[config.mk]
export PLATFORM = sky130hd
export DESIGN_NAME = fetch_unit_flat
export DESIGN_NICKNAME = d
export VERILOG_FILES = /design/src/rtl/fetch_unit_if.sv /design/src/rtl/fetch_unit.sv /design/src/flat_wrapper.sv
export SDC_FILE = /design/constraint.sdc
export NUM_CORES = 1
export LEC_CHECK = 0
export CAP_MARGIN = 10
export CORE_UTILIZATION = 55
export DETAILED_ROUTE_END_ITERATION = 7
export GPL_TIMING_DRIVEN = 1
export HOLD_SLACK_MARGIN = 0.15
export MAX_ROUTING_LAYER = met4
export PLACE_DENSITY = 0.78
export SLEW_MARGIN = 0
export SYNTH_ARGS = -nofsm -noshare
export SYNTH_HDL_FRONTEND = slang
export SYNTH_SLANG_ARGS = --single-unit
[constraint.sdc]
create_clock -name clk -period 7.2 [get_ports clk]
set_input_delay 1.44 -clock clk [delete_from_list [all_inputs] [get_ports clk]]
set_output_delay 1.44 -clock clk [all_outputs]
set_load 0.05 [all_outputs]
[src/rtl/fetch_unit_if.sv]
// Fetch unit bus: instruction-memory request/response, execute redirect and decode handshake.
interface fetch_unit_if #(
  parameter int XLEN = 32,
  parameter int ILEN = 32
);
  logic            imem_req;
  logic [XLEN-1:0] imem_addr;
  logic            imem_ready;
  logic            imem_rvalid;
  logic [ILEN-1:0] imem_rdata;
  logic            redirect_valid;
  logic [XLEN-1:0] redirect_pc;
  logic            inst_valid;
  logic [ILEN-1:0] inst;
  logic [XLEN-1:0] inst_pc;
  logic            inst_ready;

  modport master (
    output imem_req, imem_addr, inst_valid, inst, inst_pc,
    input  imem_ready, imem_rvalid, imem_rdata, redirect_valid, redirect_pc, inst_ready
  );

  modport slave (
    input  imem_req, imem_addr, inst_valid, inst, inst_pc,
    output imem_ready, imem_rvalid, imem_rdata, redirect_valid, redirect_pc, inst_ready
  );
endinterface

[src/rtl/fetch_unit.sv]
// Instruction-fetch front end: PC, sequential fetches to 1-cycle imem, DEPTH-entry queue to decode.
// Optional FETCH_BYPASS_EN: a response into an empty queue goes straight to decode in the same cycle.
module fetch_unit #(
  parameter int              XLEN     = 32,
  parameter int              ILEN     = 32,
  parameter int              DEPTH    = 4,
  parameter logic [XLEN-1:0] RESET_PC = '0
) (
  input  logic        clk,
  input  logic        rst,
  fetch_unit_if.master bus
);
  localparam int PW = $clog2(DEPTH);
  localparam int CW = $clog2(DEPTH + 1);

  logic [XLEN-1:0] pc_q, pc_d, ipc_q, ipc_d;
  logic [PW-1:0]   rd_q, rd_d, wr_q, wr_d;
  logic [CW-1:0]   cnt_q, cnt_d;
  logic            infl_q, infl_d, drop_q, drop_d;

  logic [ILEN-1:0] q_inst [DEPTH];
  logic [XLEN-1:0] q_pc   [DEPTH];

  logic [CW:0]     occ;
  logic            req, accept, resp, head_v, byp, push, pop, out_v;
  logic [ILEN-1:0] inst_o;
  logic [XLEN-1:0] inst_pc_o;
  logic            unused_ok;

  assign unused_ok = ^bus.redirect_pc[1:0];

  always_comb begin
    // the in-flight fetch already owns a queue slot, so a push can never overflow
    occ    = {1'b0, cnt_q} + (CW+1)'(infl_q);
    req    = !rst && !bus.redirect_valid && (occ < (CW+1)'(DEPTH));
    accept = req && bus.imem_ready;
    resp   = bus.imem_rvalid && !drop_q;
    head_v = (cnt_q != '0);
`ifdef FETCH_BYPASS_EN
    byp    = resp && !head_v && bus.inst_ready && !bus.redirect_valid;
`else
    byp    = 1'b0;
`endif
    push   = resp && !byp && !bus.redirect_valid;
    pop    = head_v && bus.inst_ready && !bus.redirect_valid;
    out_v  = !bus.redirect_valid && (head_v || byp);

    inst_o    = '0;
    inst_pc_o = '0;
    if (out_v) begin
      inst_o    = byp ? bus.imem_rdata : q_inst[rd_q];
      inst_pc_o = byp ? ipc_q          : q_pc[rd_q];
    end

    pc_d   = accept ? pc_q + XLEN'(4) : pc_q;
    ipc_d  = accept ? pc_q : ipc_q;
    infl_d = accept || (infl_q && !bus.imem_rvalid);
    drop_d = 1'b0;
    rd_d   = pop  ? rd_q + PW'(1) : rd_q;
    wr_d   = push ? wr_q + PW'(1) : wr_q;
    cnt_d  = cnt_q + CW'(push) - CW'(pop);

    if (bus.redirect_valid) begin
      pc_d   = {bus.redirect_pc[XLEN-1:2], 2'b00};
      drop_d = infl_q;
      rd_d   = '0;
      wr_d   = '0;
      cnt_d  = '0;
    end
  end

  always_ff @(posedge clk or posedge rst) begin
    if (rst) begin
      pc_q   <= RESET_PC;
      ipc_q  <= '0;
      rd_q   <= '0;
      wr_q   <= '0;
      cnt_q  <= '0;
      infl_q <= 1'b0;
      drop_q <= 1'b0;
    end else begin
      pc_q   <= pc_d;
      ipc_q  <= ipc_d;
      rd_q   <= rd_d;
      wr_q   <= wr_d;
      cnt_q  <= cnt_d;
      infl_q <= infl_d;
      drop_q <= drop_d;
    end
  end

  always_ff @(posedge clk) begin
    if (push) begin
      q_inst[wr_q] <= bus.imem_rdata;
      q_pc[wr_q]   <= ipc_q;
    end
  end

  assign bus.imem_req   = req;
  assign bus.imem_addr  = pc_q;
  assign bus.inst_valid = out_v;
  assign bus.inst       = inst_o;
  assign bus.inst_pc    = inst_pc_o;
endmodule

[src/flat_wrapper.sv]
// flat-port wrapper written by rule: the top's interface ports become plain ports
module fetch_unit_flat 
#(
  parameter int              XLEN     = 32,
  parameter int              ILEN     = 32,
  parameter int              DEPTH    = 4,
  parameter logic [XLEN-1:0] RESET_PC = '0
)
  (clk, rst, bus_imem_req, bus_imem_addr, bus_inst_valid, bus_inst, bus_inst_pc, bus_imem_ready, bus_imem_rvalid, bus_imem_rdata, bus_redirect_valid, bus_redirect_pc, bus_inst_ready);
  fetch_unit_if #(.XLEN(XLEN), .ILEN(ILEN)) bus_i ();
  input  logic clk;
  input  logic rst;
  output wire logic [$bits(bus_i.imem_req)-1:0] bus_imem_req;
  output wire logic [$bits(bus_i.imem_addr)-1:0] bus_imem_addr;
  output wire logic [$bits(bus_i.inst_valid)-1:0] bus_inst_valid;
  output wire logic [$bits(bus_i.inst)-1:0] bus_inst;
  output wire logic [$bits(bus_i.inst_pc)-1:0] bus_inst_pc;
  input wire logic [$bits(bus_i.imem_ready)-1:0] bus_imem_ready;
  input wire logic [$bits(bus_i.imem_rvalid)-1:0] bus_imem_rvalid;
  input wire logic [$bits(bus_i.imem_rdata)-1:0] bus_imem_rdata;
  input wire logic [$bits(bus_i.redirect_valid)-1:0] bus_redirect_valid;
  input wire logic [$bits(bus_i.redirect_pc)-1:0] bus_redirect_pc;
  input wire logic [$bits(bus_i.inst_ready)-1:0] bus_inst_ready;
  assign bus_imem_req = bus_i.imem_req;
  assign bus_imem_addr = bus_i.imem_addr;
  assign bus_inst_valid = bus_i.inst_valid;
  assign bus_inst = bus_i.inst;
  assign bus_inst_pc = bus_i.inst_pc;
  assign bus_i.imem_ready = bus_imem_ready;
  assign bus_i.imem_rvalid = bus_imem_rvalid;
  assign bus_i.imem_rdata = bus_imem_rdata;
  assign bus_i.redirect_valid = bus_redirect_valid;
  assign bus_i.redirect_pc = bus_redirect_pc;
  assign bus_i.inst_ready = bus_inst_ready;
  fetch_unit #(.XLEN(XLEN), .ILEN(ILEN), .DEPTH(DEPTH), .RESET_PC(RESET_PC)) u_core (.clk(clk), .rst(rst), .bus(bus_i));
endmodule
==> results.json <==
{
  "grt_pass1_vias": 7558,
  "cts_tree": "yes",
  "finalSetupViolCount": 0,
  "dr.pass1.iters": 5,
  "crit_fanout": 48,
  "max_slew_margin_pct": 32.3,
  "io_buffers": 161,
  "root_buffer": "clkbuf_16",
  "track_usage_pct": 22.9,
  "synth_area_leaders": "edfxtp_1 58%, dfrtp_1 13%, mux4_2 11%",
  "yosysTopAreaCell": "edfxtp_1",
  "hold_buffers": 0,
  "ys_seq_area_share_pct": 71.3,
  "synthCells": 793,
  "fin_nets": 1031,
  "crit_required_ns": 5.76,
  "pin_count": 168,
  "hold_viol": 0,
  "critPathSlowestCell": "clkdlybuf4s50_1",
  "worst_slew_pin_slew_ns": 1.01,
  "drtAntennaViolNets": 0,
  "numCtsBuffers": 30,
  "r2r_slack_ns": 4.30,
  "crit_type": "primary input to output port",
  "critPathMaxStageDelay_ns": 0.83,
  "rows": 55,
  "path_delay_family": "buffers and inverters",
  "ys_warn_count": 0,
  "cap_violations": 0,
  "dieArea_um2": 24000,
  "max_freq_ghz": 0.193,
  "fin_worst_skew_ns": 0.0102,
  "rsz0062_at_grt": "no",
  "stdcell_count": 1289,
  "setup_tns_ns": 0,
  "clock-sinks": 317,
  "die_w_um": 155,
  "drc_errors": 0,
  "layout_commonest_cell": "edfxtp_1",
  "fin_crit_ns": 5.19,
  "path_clk_slew_ns": 0.06,
  "end_kind": "output port",
  "drv_slew": 0,
  "cts-htree-levels": 1,
  "cp.buffers_inverters": 3,
  "cts_resized": 0,
  "min_period_over_period_pct": 72.0,
  "synth_edf_count": 248,
  "wl_per_cell_um": 19.8,
  "ys_seq_elements": 317,
  "place_congestion": 0.824,
  "grt_pass1_wl_um": 41100,
  "synth-main-ff-cell": "edfxtp_1",
  "path_cells": "buf_2 > nor2_4 > buf_4 > and2_1 > clkdlybuf4s50_1",
  "synth_cell_types": 45,
  "clockBufferDepth": 3,
  "leakagePower_uw": 0.00549,
  "diodes": 0,
  "wl_um": 25500,
  "grt_max_degree": 70,
  "gr-total-overflow": 0,
  "syn_to_final_growth_pct": 22.3,
  "start_util_pct": 56.5,
  "first_iter_violations": 489,
  "hold_class": "register to register",
  "place_inst": 1233,
  "core_um2": 22800,
  "dpl.hpwl_um": 14400,
  "vias": 7325,
  "worstSetupStartpointType": "primary input",
  "syn_avg_cell_area_um2": 16.2,
  "ir_drop_v": 0.000194,
  "cts_setup_buffers": 0,
  "syn_area_um2": 12900,
  "antenna_found_initial": 0,
  "synth_top_area_share_pct": 57.9,
  "clk_latency_ns": 0.54,
  "arrival_ns": 3.75,
  "power.density_nw_per_um2": 323,
  "mostFrequentLayoutCells": "248 x edfxtp_1, 160 x clkdlybuf4s50_1, 132 x nand2_1",
  "status": "complete, no violations",
  "async_reset_ff_share_pct": 21.8,
  "vias_per_cell": 5.68,
  "drive_gt1_share_pct": 13.2,
  "dieHeight_um": 155
}
-- final cells by class --
cell class,count,area [um2]
multi-input cells,426,3480
repair buffers,168,1660
well taps,313,392
fillers,1492,7050
clock buffers,38,822
clock inverters,18,160
inverters,9,33.8
flip-flops and latches,317,9180
-- power by group --
group / total, uW / internal, uW / switching (uW)
Sequential: 2380 / 2180 / 203
Combinational: 1150 / 488 / 662
Clock: 1550 / 910 / 637
-- routing by layer --
layer | GRT usage (%) | wire length [um]
met1 | 32.5 | 11100
met2 | 34.9 | 12200
met3 | 3.73 | 1670
met4 | 6.13 | 528
met5 | - | 0
-- worst reg2reg max path: stages, from the launching register on --
cell      delay [ns]
dfrtp_1         0.44
ha_1            0.22
a311oi_1        0.42
o211a_1         0.22
buf_4           0.44
nor2_1          0.31
buf_4           0.26
o21bai_1        0.17
a221o_1         0.30
-- cell families (layout without fill, tap and decap cells) --
kind of cell | after synthesis | in the layout | share of synthesized area (%)
other | 1 | 4 | 0.0292
AOI/OAI and AO/OA | 71 | 71 | 3.71
adders and majority gates | 9 | 9 | 0.934
DFF | 317 | 317 | 71.3
muxes | 62 | 62 | 10.9
buffers and inverters | 53 | 233 | 1.87
xor gates and xnor gates | 5 | 5 | 0.340
and+or+nand+nor | 275 | 275 | 11.0
-- synth_stat cells (7+ instances only) --
cell type	instances
a21oi_1	7
mux4_2	62
nor2_1	24
nand2_1	132
edfxtp_1	248
nand3_1	10
nand4_1	9
o211ai_1	11
buf_2	14
clkbuf_1	22
ha_1	8
inv_1	9
dfrtp_1	69
o311ai_1	8
o21ai_0	25
nor2b_1	8
and2_1	70
-- per-stage QoR --
step                      hold slack, ns  utilization, %  total power [uW]  setup WS [ns]  instance area [um2]
after CTS                          0.511            69.0              5130           1.97                15700
after detailed placement           0.501            64.7              3580           1.98                14700
final                              0.519            69.0              5080           2.01                15700
after global routing               0.532            69.0              5280           1.85                15700
after floorplan                    0.476               -              3180           2.89                12900
after global placement             0.494            64.7              3550           2.03                14700
-- worst paths after layout --
check,startpoint,to,cells past startpoint
min in group asynchronous,rst,u_core.bus.imem_addr[3]$_DFFE_PP0P_,3
setup / recovery,bus_redirect_valid,bus_inst_pc[8],5
hold / removal,u_core.ipc_q[28]$_DFFE_PP0P_,u_core.q_pc[3][28]$_DFFE_PP_,0
setup reg to reg,u_core.cnt_q[1]$_DFF_PP0_,u_core.bus.imem_addr[8]$_DFFE_PP0P_,8
max in group asynchronous,rst,u_core.rd_q[1]$_DFFE_PP0P_,3
hold reg to reg,u_core.ipc_q[28]$_DFFE_PP0P_,u_core.q_pc[3][28]$_DFFE_PP_,0
-- flip-flops by register name, summed over array words and instances, names as in the netlist --
name and count:
u_core.rd_q 2, u_core.q_inst 128, u_core.cnt_q 3, u_core.q_pc 120, u_core.ipc_q 30, u_core.drop_q 1
u_core.infl_q 1, u_core.bus.imem_addr 30, u_core.wr_q 2
No activity file was read; power rests on OpenSTA's default activity.
